[config.mk]
export PLATFORM = sky130hd
export DESIGN_NAME = mcsr_file
export DESIGN_NICKNAME = d
export VERILOG_FILES = /design/src/rtl/mcsr_pkg.sv /design/src/rtl/mcsr_irq_arbiter.sv /design/src/rtl/mcsr_file.sv
export SDC_FILE = /design/constraint.sdc
export NUM_CORES = 1
export LEC_CHECK = 0
export BUFFER_PORTS_ARGS = -buffer_cell sky130_fd_sc_hd__clkbuf_2
export CAP_MARGIN = 0
export CORE_UTILIZATION = 54
export DETAILED_ROUTE_END_ITERATION = 10
export PLACE_DENSITY_LB_ADDON = 0.1
export RECOVER_POWER = 100
export SLEW_MARGIN = 20
export SYNTH_ARGS = -nofsm -noshare
export SYNTH_HDL_FRONTEND = slang
export SYNTH_SLANG_ARGS = --single-unit
export TNS_END_PERCENT = 50
[constraint.sdc]
create_clock -name clk -period 4.5 [get_ports clk]
set_input_delay 0.45 -clock clk [delete_from_list [all_inputs] [get_ports clk]]
set_output_delay 0.45 -clock clk [all_outputs]
set_load 0.02 [all_outputs]
[src/rtl/mcsr_pkg.sv]
// Shared definitions for the machine-mode CSR file: addresses, write masks,
// command encoding, interrupt cause codes and the sleep state type.
package mcsr_pkg;

  localparam logic [11:0] CSR_MSTATUS       = 12'h300;
  localparam logic [11:0] CSR_MIE           = 12'h304;
  localparam logic [11:0] CSR_MTVEC         = 12'h305;
  localparam logic [11:0] CSR_MCOUNTINHIBIT = 12'h320;
  localparam logic [11:0] CSR_MSCRATCH      = 12'h340;
  localparam logic [11:0] CSR_MEPC          = 12'h341;
  localparam logic [11:0] CSR_MCAUSE        = 12'h342;
  localparam logic [11:0] CSR_MTVAL         = 12'h343;
  localparam logic [11:0] CSR_MIP           = 12'h344;
  localparam logic [11:0] CSR_MCYCLE        = 12'hB00;
  localparam logic [11:0] CSR_MINSTRET      = 12'hB02;
  localparam logic [11:0] CSR_MCYCLEH       = 12'hB80;
  localparam logic [11:0] CSR_MINSTRETH     = 12'hB82;
  localparam logic [11:0] CSR_MHARTID       = 12'hF14;

  localparam logic [31:0] MIE_BASE_MASK     = 32'h0000_0888;
  localparam logic [31:0] MTVEC_MASK        = 32'hFFFF_FFFD;
  localparam logic [31:0] MEPC_MASK         = 32'hFFFF_FFFC;
  localparam logic [31:0] MCAUSE_MASK       = 32'h8000_001F;
  localparam logic [31:0] MCOUNTINH_MASK    = 32'h0000_0005;

  localparam logic [5:0] IRQ_MSI        = 6'd3;
  localparam logic [5:0] IRQ_MTI        = 6'd7;
  localparam logic [5:0] IRQ_MEI        = 6'd11;
  localparam int         IRQ_LOCAL_BASE = 16;

  typedef enum logic [1:0] {
    CSR_READ  = 2'b00,
    CSR_WRITE = 2'b01,
    CSR_SET   = 2'b10,
    CSR_CLEAR = 2'b11
  } csr_cmd_e;

  typedef enum logic {
    ST_RUN   = 1'b0,
    ST_SLEEP = 1'b1
  } sleep_state_e;

  function automatic logic [31:0] mask_write(input logic [31:0] old_v,
                                             input logic [31:0] new_v,
                                             input logic [31:0] mask);
    return (old_v & ~mask) | (new_v & mask);
  endfunction

endpackage

[src/rtl/mcsr_irq_arbiter.sv]
// Priority encoder for trap causes: exception first, then MEI, MSI, MTI,
// then local interrupts with the lowest index winning.
module mcsr_irq_arbiter
  import mcsr_pkg::*;
#(
  parameter int NUM_LOCAL_IRQ = 4
) (
  input  logic [31:0] pending_i,
  input  logic        exception_i,
  input  logic [5:0]  e_code_i,
  output logic [5:0]  cause_o,
  output logic        irq_o
);

  always_comb begin
    cause_o = '0;
    irq_o   = 1'b0;
    if (exception_i) begin
      cause_o = e_code_i;
    end else if (pending_i[IRQ_MEI]) begin
      cause_o = IRQ_MEI;
      irq_o   = 1'b1;
    end else if (pending_i[IRQ_MSI]) begin
      cause_o = IRQ_MSI;
      irq_o   = 1'b1;
    end else if (pending_i[IRQ_MTI]) begin
      cause_o = IRQ_MTI;
      irq_o   = 1'b1;
    end else begin
      // Scan downward so the lowest pending index is the last one assigned.
      for (int i = NUM_LOCAL_IRQ - 1; i >= 0; i--) begin
        if (pending_i[IRQ_LOCAL_BASE + i]) begin
          cause_o = 6'(IRQ_LOCAL_BASE + i);
          irq_o   = 1'b1;
        end
      end
    end
  end

endmodule

[src/rtl/mcsr_file.sv]
// Machine-mode CSR file with local interrupts, vectored traps and WFI sleep.
// Define MCSR_COUNTERS_EN to add 64-bit mcycle/minstret and mcountinhibit.
module mcsr_file
  import mcsr_pkg::*;
#(
  parameter int          NUM_LOCAL_IRQ = 4,
  parameter logic [31:0] MTVEC_RESET   = 32'h0000_0000,
  parameter logic [31:0] HART_ID       = 32'h0000_0000
) (
  input  logic                     clk,
  input  logic                     reset,
  input  logic                     csr_en,
  input  logic [1:0]               csr_cmd,
  input  logic [11:0]              csr_addr,
  input  logic [31:0]              csr_wdata,
  output logic [31:0]              csr_rdata,
  output logic                     csr_illegal,
  input  logic [31:0]              cinst_pc,
  input  logic                     exception_i,
  input  logic [5:0]               e_code,
  input  logic [31:0]              tval_i,
  input  logic                     soft_irq,
  input  logic                     timer_irq,
  input  logic                     external_irq,
  input  logic [NUM_LOCAL_IRQ-1:0] local_irq,
  input  logic                     dont_trap,
  input  logic                     trap_ret,
  input  logic                     instret_i,
  input  logic                     wfi_i,
  output logic                     trap,
  output logic [5:0]               trap_cause,
  output logic [31:0]              trap_target,
  output logic [31:0]              mepc,
  output logic                     sleep_o
);

  localparam logic [31:0] MIE_MASK =
    MIE_BASE_MASK | (((32'h1 << NUM_LOCAL_IRQ) - 32'h1) << IRQ_LOCAL_BASE);

  logic        mstatus_mie_q, mstatus_mie_d, mstatus_mpie_q, mstatus_mpie_d;
  logic [31:0] mie_q, mie_d, mtvec_q, mtvec_d, mscratch_q, mscratch_d;
  logic [31:0] mepc_q, mepc_d, mcause_q, mcause_d, mtval_q, mtval_d;
  sleep_state_e state_q, state_d;

  logic [31:0] mip, pending, wval;
  logic [5:0]  arb_cause;
  logic        arb_irq, impl, read_only, wr_en;
  logic [31:0] mtvec_base;

`ifdef MCSR_COUNTERS_EN
  logic [63:0] mcycle_q, mcycle_d, minstret_q, minstret_d;
  logic [31:0] mcountinh_q, mcountinh_d;
`else
  logic unused_instret;
  assign unused_instret = instret_i;
`endif

  always_comb begin
    mip = '0;
    mip[3]  = soft_irq;
    mip[7]  = timer_irq;
    mip[11] = external_irq;
    mip[IRQ_LOCAL_BASE +: NUM_LOCAL_IRQ] = local_irq;
  end

  assign pending = mip & mie_q;

  mcsr_irq_arbiter #(.NUM_LOCAL_IRQ(NUM_LOCAL_IRQ)) u_arbiter (
    .pending_i   (pending),
    .exception_i (exception_i),
    .e_code_i    (e_code),
    .cause_o     (arb_cause),
    .irq_o       (arb_irq)
  );

  assign trap        = (exception_i | (mstatus_mie_q & |pending)) & ~dont_trap;
  assign trap_cause  = arb_cause;
  assign mtvec_base  = {mtvec_q[31:2], 2'b00};
  // Only mode 01 vectors; the reserved 1x encodings behave as direct.
  assign trap_target = (arb_irq && mtvec_q[1:0] == 2'b01)
                       ? mtvec_base + {24'b0, arb_cause, 2'b00} : mtvec_base;
  assign mepc        = mepc_q;
  assign sleep_o     = (state_q == ST_SLEEP);

  always_comb begin
    csr_rdata = '0;
    impl      = 1'b1;
    case (csr_addr)
      CSR_MSTATUS:  csr_rdata = {19'b0, 2'b11, 3'b0, mstatus_mpie_q, 3'b0, mstatus_mie_q, 3'b0};
      CSR_MIE:      csr_rdata = mie_q;
      CSR_MTVEC:    csr_rdata = mtvec_q;
      CSR_MSCRATCH: csr_rdata = mscratch_q;
      CSR_MEPC:     csr_rdata = mepc_q;
      CSR_MCAUSE:   csr_rdata = mcause_q;
      CSR_MTVAL:    csr_rdata = mtval_q;
      CSR_MIP:      csr_rdata = mip;
      CSR_MHARTID:  csr_rdata = HART_ID;
`ifdef MCSR_COUNTERS_EN
      CSR_MCOUNTINHIBIT: csr_rdata = mcountinh_q;
      CSR_MCYCLE:        csr_rdata = mcycle_q[31:0];
      CSR_MCYCLEH:       csr_rdata = mcycle_q[63:32];
      CSR_MINSTRET:      csr_rdata = minstret_q[31:0];
      CSR_MINSTRETH:     csr_rdata = minstret_q[63:32];
`endif
      default:      impl = 1'b0;
    endcase
  end

  assign read_only   = (csr_addr == CSR_MIP) || (csr_addr == CSR_MHARTID) ||
                       (csr_addr[11:10] == 2'b11);
  assign csr_illegal = csr_en && (!impl || (csr_cmd != CSR_READ && read_only));
  // A trapping instruction is squashed, so its CSR write never lands.
  assign wr_en       = csr_en && (csr_cmd != CSR_READ) && !csr_illegal && !trap;

  always_comb begin
    case (csr_cmd)
      CSR_WRITE: wval = csr_wdata;
      CSR_SET:   wval = csr_rdata | csr_wdata;
      CSR_CLEAR: wval = csr_rdata & ~csr_wdata;
      default:   wval = csr_rdata;
    endcase
  end

  always_comb begin
    mstatus_mie_d  = mstatus_mie_q;
    mstatus_mpie_d = mstatus_mpie_q;
    mie_d      = mie_q;
    mtvec_d    = mtvec_q;
    mscratch_d = mscratch_q;
    mepc_d     = mepc_q;
    mcause_d   = mcause_q;
    mtval_d    = mtval_q;
    if (trap) begin
      mstatus_mpie_d = mstatus_mie_q;
      mstatus_mie_d  = 1'b0;
      mepc_d   = cinst_pc & ~32'h3;
      mcause_d = {arb_irq, 26'b0, arb_cause[4:0]};
      mtval_d  = arb_irq ? 32'h0 : tval_i;
    end else if (wr_en) begin
      case (csr_addr)
        CSR_MSTATUS: begin
          mstatus_mie_d  = wval[3];
          mstatus_mpie_d = wval[7];
        end
        CSR_MIE:      mie_d      = mask_write(mie_q, wval, MIE_MASK);
        CSR_MTVEC:    mtvec_d    = mask_write(mtvec_q, wval, MTVEC_MASK);
        CSR_MSCRATCH: mscratch_d = wval;
        CSR_MEPC:     mepc_d     = mask_write(mepc_q, wval, MEPC_MASK);
        CSR_MCAUSE:   mcause_d   = mask_write(mcause_q, wval, MCAUSE_MASK);
        CSR_MTVAL:    mtval_d    = wval;
        default: ;
      endcase
    end
    // mret loses only to a trap or an explicit mstatus write on the same edge.
    if (trap_ret && !trap && !(wr_en && csr_addr == CSR_MSTATUS)) begin
      mstatus_mie_d  = mstatus_mpie_q;
      mstatus_mpie_d = 1'b1;
    end
  end

  always_comb begin
    state_d = state_q;
    case (state_q)
      ST_RUN:   if (wfi_i && !trap) state_d = ST_SLEEP;
      ST_SLEEP: if (trap || |pending) state_d = ST_RUN;
      default:  state_d = ST_RUN;
    endcase
  end

`ifdef MCSR_COUNTERS_EN
  always_comb begin
    mcountinh_d = mcountinh_q;
    mcycle_d    = mcycle_q;
    minstret_d  = minstret_q;
    if (wr_en && csr_addr == CSR_MCOUNTINHIBIT)
      mcountinh_d = wval & MCOUNTINH_MASK;
    if (wr_en && csr_addr == CSR_MCYCLE)       mcycle_d[31:0]  = wval;
    else if (wr_en && csr_addr == CSR_MCYCLEH) mcycle_d[63:32] = wval;
    else if (!mcountinh_q[0])                  mcycle_d = mcycle_q + 64'd1;
    if (wr_en && csr_addr == CSR_MINSTRET)       minstret_d[31:0]  = wval;
    else if (wr_en && csr_addr == CSR_MINSTRETH) minstret_d[63:32] = wval;
    else if (instret_i && !mcountinh_q[2])       minstret_d = minstret_q + 64'd1;
  end

  always_ff @(posedge clk) begin
    if (reset) begin
      mcountinh_q <= '0;
      mcycle_q    <= '0;
      minstret_q  <= '0;
    end else begin
      mcountinh_q <= mcountinh_d;
      mcycle_q    <= mcycle_d;
      minstret_q  <= minstret_d;
    end
  end
`endif

  always_ff @(posedge clk) begin
    if (reset) begin
      mstatus_mie_q  <= 1'b0;
      mstatus_mpie_q <= 1'b0;
      mie_q      <= '0;
      mtvec_q    <= MTVEC_RESET;
      mscratch_q <= '0;
      mepc_q     <= '0;
      mcause_q   <= '0;
      mtval_q    <= '0;
      state_q    <= ST_RUN;
    end else begin
      mstatus_mie_q  <= mstatus_mie_d;
      mstatus_mpie_q <= mstatus_mpie_d;
      mie_q      <= mie_d;
      mtvec_q    <= mtvec_d;
      mscratch_q <= mscratch_d;
      mepc_q     <= mepc_d;
      mcause_q   <= mcause_d;
      mtval_q    <= mtval_d;
      state_q    <= state_d;
    end
  end

endmodule

# After elaboration in Yosys (flattened, before gate mapping)

Cells that the tools add are included.

Bitwise operators: 14
Add/sub/neg operators: 1
Reduce and logical (&&, ||, !) cells: 37
Multiplexer cells: 41
Equal/unequal tests: 14

Operator list:

| cell                                                                     | number |
|---|---|
| 32-bit two-way mux                                                       | 11 |
| 32-bit one-hot mux with 8 select lines                                   | 1 |
| 12-bit by 10-bit equality test with 1-bit output (second input constant) | 8 |
| 32-bit one-hot mux with 3 select lines                                   | 1 |
| 2-bit by 32-bit OR with 32-bit output                                    | 2 |
| 32-bit by 8-bit adder with 32-bit output                                 | 1 |
| 20-bit by 32-bit bitwise AND with 32-bit output                          | 1 |
| 32-bit bitwise AND                                                       | 1 |
| 32-bit NOT                                                               | 1 |
| 31-bit by 32-bit OR with 32-bit output                                   | 1 |
| 32-bit by 20-bit OR with 32-bit output                                   | 1 |
| 32-bit OR                                                                | 1 |
| 32-bit OR reduction                                                      | 1 |
| 6-bit two-way mux                                                        | 4 |
| 5-bit two-way mux                                                        | 4 |
| 1-bit two-way mux                                                        | 19 |
| 12-bit equality test (second input constant)                             | 1 |
| 2-bit AND reduction                                                      | 6 |
| 1-bit logical AND                                                        | 10 |
| 2-bit nonzero test                                                       | 5 |
| 3-bit AND reduction                                                      | 3 |
| 9-bit OR reduction                                                       | 1 |
| 2-bit equality test (second input constant)                              | 3 |
| 3-bit nonzero test                                                       | 2 |
| 8 further kinds                                                          | 18 |

Output and inout bits: 105
Logic and storage cells: 118
Flip-flop bits (word level): 195
Input port bits: 131

# Logic depth before layout (Yosys ltp)

Depth in word-level cells: 14
Mapped depth: 13
Depth with buffers taken out: 12

# Hierarchy

From an unflattened synthesis, not the netlist that was laid out.

Cells, all modules: 1108
Area, all modules: 8962.3 um^2

Modules (own cells, without submodules):

| module           | seq. area each (um^2) | cells an instance | area an instance (um^2) | instances |
|---|---|---|---|---|
| mcsr_file        | 2822.7                | 1087              | 8846.0                  | 1 |
| mcsr_irq_arbiter | 0.0                   | 21                | 116.4                   | 1 |

# Worst setup path after synthesis

OpenSTA, ideal clock, no wires.

Path kind: input to output
Start point: input timer_irq
End point: output trap_target[18]
Arrival time: 3196 ps
Cell stages on the path: 12
Buffers on the path: 1
Data required time: 4050 ps
Setup slack: 854 ps
Cell sequence: a222oi_1 -> o21ai_0 -> mux2_2 -> ha_1 -> fa_1 -> a21o_1 -> a21oi_1 -> o21ai_0 -> and2_1 -> clkbuf_1 -> nand4_1 -> xnor2_1

Cells in the longest elaborated chain, start to end: 7
Elaborated cells on any way between the ends: 12
Those cells by class: 1 x add/sub; 9 x mux; 1 x bitwise; 1 x reduce/logical

RTL lines:

| what                                            | line                   | text |
|---|---|---|
| start, declared                                 | mcsr_file.sv:23        | `input logic timer_irq,` |
| 20-bit by 32-bit bitwise AND with 32-bit output | mcsr_file.sv:66        | `assign pending = mip & mie_q;` |
| 6-bit two-way mux                               | mcsr_irq_arbiter.sv:26 | `end else if (pending_i[IRQ_MTI]) begin` |
| 6-bit two-way mux                               | mcsr_irq_arbiter.sv:23 | `end else if (pending_i[IRQ_MSI]) begin` |
| 6-bit two-way mux                               | mcsr_irq_arbiter.sv:20 | `end else if (pending_i[IRQ_MEI]) begin` |
| 6-bit two-way mux                               | mcsr_irq_arbiter.sv:18 | `if (exception_i) begin` |
| net trap_cause[0]                               | mcsr_file.sv:31        | `output logic [5:0] trap_cause,` |
| 32-bit by 8-bit adder with 32-bit output        | mcsr_file.sv:81        | `? mtvec_base + {24'b0, arb_cause, 2'b00} : mtvec_base;` |
| 32-bit two-way mux                              | mcsr_file.sv:81        |  |
| end, declared                                   | mcsr_file.sv:32        | `output logic [31:0] trap_target,` |

The timed path passes the listed nets, and every way through them passes these cells.

# Final worst setup path

Start point: register mie_q[18]
End point: output trap_target[30]

Cells in the longest elaborated chain, start to end: 10
Elaborated cells on any way between the ends: 18
Those cells by class: 1 x add/sub; 15 x mux; 1 x bitwise; 1 x reduce/logical

RTL lines:

| what                                                                                 | line                             | text |
|---|---|---|
| start, declared                                                                      | mcsr_file.sv:41                  | `logic [31:0] mie_q, mie_d, mtvec_q, mtvec_d, mscratch_q, mscratch_d;` |
| start signal, assigned                                                               | mcsr_file.sv:212                 | `mie_q <= mie_d;` |
| 20-bit by 32-bit bitwise AND with 32-bit output (*)                                  | mcsr_file.sv:66                  |  |
| 5-bit two-way mux / 1-bit two-way mux (equally long branches) (3 in series)          | mcsr_irq_arbiter.sv:32           | `if (pending_i[IRQ_LOCAL_BASE + i]) begin` |
| 6-bit two-way mux / 1-bit two-way mux (equally long branches)                        | mcsr_irq_arbiter.sv:26           |  |
| 6-bit two-way mux / 1-bit two-way mux (equally long branches)                        | mcsr_irq_arbiter.sv:23           |  |
| 6-bit two-way mux / 1-bit two-way mux (equally long branches)                        | mcsr_irq_arbiter.sv:20           |  |
| 6-bit two-way mux / 1-bit two-way mux (equally long branches)                        | mcsr_irq_arbiter.sv:18           |  |
| 32-bit by 8-bit adder with 32-bit output / 1-bit logical AND (equally long branches) | mcsr_file.sv:81, mcsr_file.sv:80 |  |
| 32-bit two-way mux (*)                                                               | mcsr_file.sv:81                  |  |

Every way passes the cells marked *; elsewhere a longest branch is shown, timed or not.

==> results.md <==
- Outcome: complete, no violations
- Critical path origin: mie_q[18]$_SDFFE_PP0P_
- Num rows: 47
- Top_reg_cell synth: dfxtp_1
- Design area: 11000 µm²
- Resized Gates After CTS: 0
- Clk pwr share: 0.491
- Synth cell types: 72
- Die Y: 132 µm
- Layout cell share with drive strength beyond 1: 0.160
- Layout Cells excl Fill: 1588
- CTS tree: yes
- Min-delay worst type: primary input to flip-flop
- I/O Buffers: 228
- Hold_buf cts: 0
- Syn avg cell area: 7.78 µm²
- Gr usage total: 0.394
- DRT Wirelength: 35100 µm
- Die Area: 17500 µm²
- Detail Route Antenna Nets: 0
- Crit. End Element: primary output
- Die X: 132 µm
- RePlAce Congestion: 0.951
- Core Box Area: 16600 µm²
- # nets final: 1494
- Hpwl dp: 23500 µm
- Cell-internal power: 2510 µW
- Max-Cap Viols: 0
- Setup bufs post-CTS: 0
- WL/cell: 22.1 µm
- Comb pwr share: 0.124
- Hold Path Depth: 3
- Initial Utilization: 0.553
- Initial antenna violation count: 0
- Final Cycle Share: 0.959
- Skew final: 0.0115 ns
- Max Buffers Root-to-Sink: 2
- RSZ-0062 raised after global routing: false
- CTS H-tree lvls: 4
- Post-Syn Instances: 1178
- Slew Limit Fails: 0
- WS Path Type: flip-flop to primary output
- Clk sinks: 141
- Ys async rst share: 0
- Peak supply drop: 0.000338 V
- CP max FO: 6
- Switch share: 0.255
- First-pass GRT wire length: 53900 µm
- R2R cell count: 8
- WP data arrival: 3.86 ns
- DRT iter0 DRCs: 1227
- CP endpoint: trap_target[30]
- Post-synth EDFFs: 0
- Seq pwr share: 0.385
- Vias in the first global route: 9755
- ANT cells: 0
- Yosys reg bits: 141
- Pin count of the biggest net entering global routing: 80
- Req. time, crit path: 4.05 ns
- Most common cell after layout, fill and taps aside: dfxtp_1
- Root Driver: clkbuf_16
- TritonCTS Buffers: 17
- Switching Power: 859 µW
- # IOs: 236
- Final Hold Viols: 0
- Routed vias: 10600
- Commonest non-fill, non-tap cells in the layout: 141 x dfxtp_1, 136 x clkbuf_2, 109 x nand2_1, 109 x nor2_1, 99 x clkbuf_1
- Pre-antenna DRT Iters: 7
- Reg2Reg Setup Slack: 0.25 ns
- Area grow syn2layout: 19.6%
- Worst-Margin Slew: 1.45 ns
- DP Area: 10400 µm²
- Residual DRC: 0
- Pwr/cell area: 308 nW/µm²
- Avg Vias per Cell: 6.66
- Fin worst setup slack: 0.187 ns
- Seq/Total Area, Yosys: 0.308
- Remaining Overflow, GRT: 0
- FF-to-FF End: mcause_q[1]$_SDFFE_PP0P_
- Hold WS: 0.217 ns
- Clock Latency Late Sink: 0.43 ns
- Fin crit period: 4.31 ns
- TNS Setup: 0 ns
- P_leak: 0.00419 µW
- CP startpoint kind: flip-flop
- Slew margin rel.: 0.0244
- Cell count after placement: 1556
- Synth warn: 0
- Pre-CTS setup slack: 0.537 ns
- Final setup vio count: 0
- Worst r2r src: mie_q[19]$_SDFFE_PP0P_
- Synthesized area: 9170 µm²
- Fmax: 0.232 GHz
- Reg clk slew, reported paths: 0.06 ns
-- state kept, by name, summed over array words and instances (netlist names), 6 cells and up --
name / flops
mscratch_q: 32
mtval_q: 32
mtvec_q: 31
mepc: 30
mie_q: 7
mcause_q: 6
-- cell usage after synthesis (4+ instances only) --
cell	number	area share
a211oi_1	82	0.067
a21boi_0	21	0.017
a21o_1	15	0.012
a21oi_1	46	0.025
a221o_1	14	0.015
a221oi_1	4	0.0038
a222oi_1	5	0.0055
a22o_1	44	0.042
a22oi_1	7	0.0057
a31oi_1	46	0.031
a32o_1	5	0.0055
a32oi_1	11	0.011
and2_1	10	0.0068
and3_1	10	0.0068
and4_1	6	0.0057
buf_2	23	0.013
buf_4	7	0.0057
clkbuf_1	73	0.030
dfxtp_1	141	0.31
ha_1	6	0.0082
inv_1	26	0.011
mux2_2	13	0.016
mux2i_1	13	0.014
nand2_1	109	0.045
nand2b_1	8	0.0055
nand3_1	42	0.023
nand4_1	12	0.0082
nor2_1	110	0.045
nor2b_1	4	0.0027
nor3_1	10	0.0055
nor4_1	5	0.0034
o211a_1	12	0.013
o211ai_1	6	0.0049
o21a_1	16	0.013
o21ai_0	98	0.054
o221ai_1	5	0.0048
o22ai_1	10	0.0068
o311ai_0	11	0.011
o31ai_1	5	0.0041
or3_1	5	0.0034
or4b_1	4	0.0044
xnor2_1	24	0.023
xor2_1	10	0.0096
-- how the worst min path moves through the flow --
stage / startpoint / to / slack [ns]
6_report: cinst_pc[13] / mepc[13]$_SDFFE_PP0P_ / 0.22
3_3_place_gp: sleep_o$_SDFF_PP0_ / sleep_o$_SDFF_PP0_ / 0.47
4_1_cts: cinst_pc[10] / mepc[10]$_SDFFE_PP0P_ / 0.21
2_1_floorplan: mscratch_q[12]$_SDFFE_PP0P_ / mscratch_q[12]$_SDFFE_PP0P_ / 0.46
3_5_place_dp: sleep_o$_SDFF_PP0_ / sleep_o$_SDFF_PP0_ / 0.47
5_1_grt: cinst_pc[10] / mepc[10]$_SDFFE_PP0P_ / 0.22
-- layer usage --
metal,up-vias,part of all wire,track usage
li1,4830,-,-
met1,4870,0.40,0.529
met4,0,0.043,0.191
met3,138,0.12,0.0896
met2,736,0.44,0.596
met5,-,0,0
-- power by group through the flow --
stage | clock [µW] | sequential, µW | combinational [µW]
final | 1650 | 1300 | 418
after global routing | 1710 | 1300 | 445
after floorplan | 0 | 1330 | 225
after detailed placement | 0 | 1330 | 405
after CTS | 1660 | 1300 | 408
after global placement | 0 | 1320 | 401
-- final cells by class --
type / instances / area [µm²]
Sequential cell: 141 / 2820
Clock buffer: 20 / 437
Inverter: 27 / 101
Tap cell: 220 / 275
Fill cell: 1501 / 5620
Timing Repair Buffer: 262 / 1300
Clock inverter: 11 / 240
Multi-Input combinational cell: 907 / 5790
-- worst max-delay path, stage by stage, from the launching register on --
cell and delay, ns:
dfxtp_1 0.41, nand2_1 0.07, a32oi_1 0.35, o21ai_0 0.15, mux2_2 0.34, ha_1 0.22
fa_1 0.41, a21o_1 0.17, a21oi_1 0.21, o21ai_0 0.16, and2_1 0.35, nand3_1 0.16
xnor2_1 0.14, clkbuf_1 0.28
-- metrics by stage --
step                total power (µW)   util
floorplan                       1560      -
global placement                1730  0.630
detailed placement              1730  0.630
CTS                             3360  0.670
global route                    3460  0.661
finish                          3370  0.661
-- cell families (layout without fill, tap and decap cells) --
family | count (synthesis) | count (layout) | synth area share
AOI/OAI and AO/OA | 481 | 481 | 0.373
and+or+nand+nor | 355 | 355 | 0.185
DFF | 141 | 141 | 0.308
buffers and inverters | 133 | 320 | 0.0605
xor gates and xnor gates | 34 | 34 | 0.0325
muxes | 26 | 26 | 0.0302
adders and majority gates | 7 | 7 | 0.0104
other | 1 | 4 | 0.000409
Note: power is estimated with default switching activity, not from simulation.
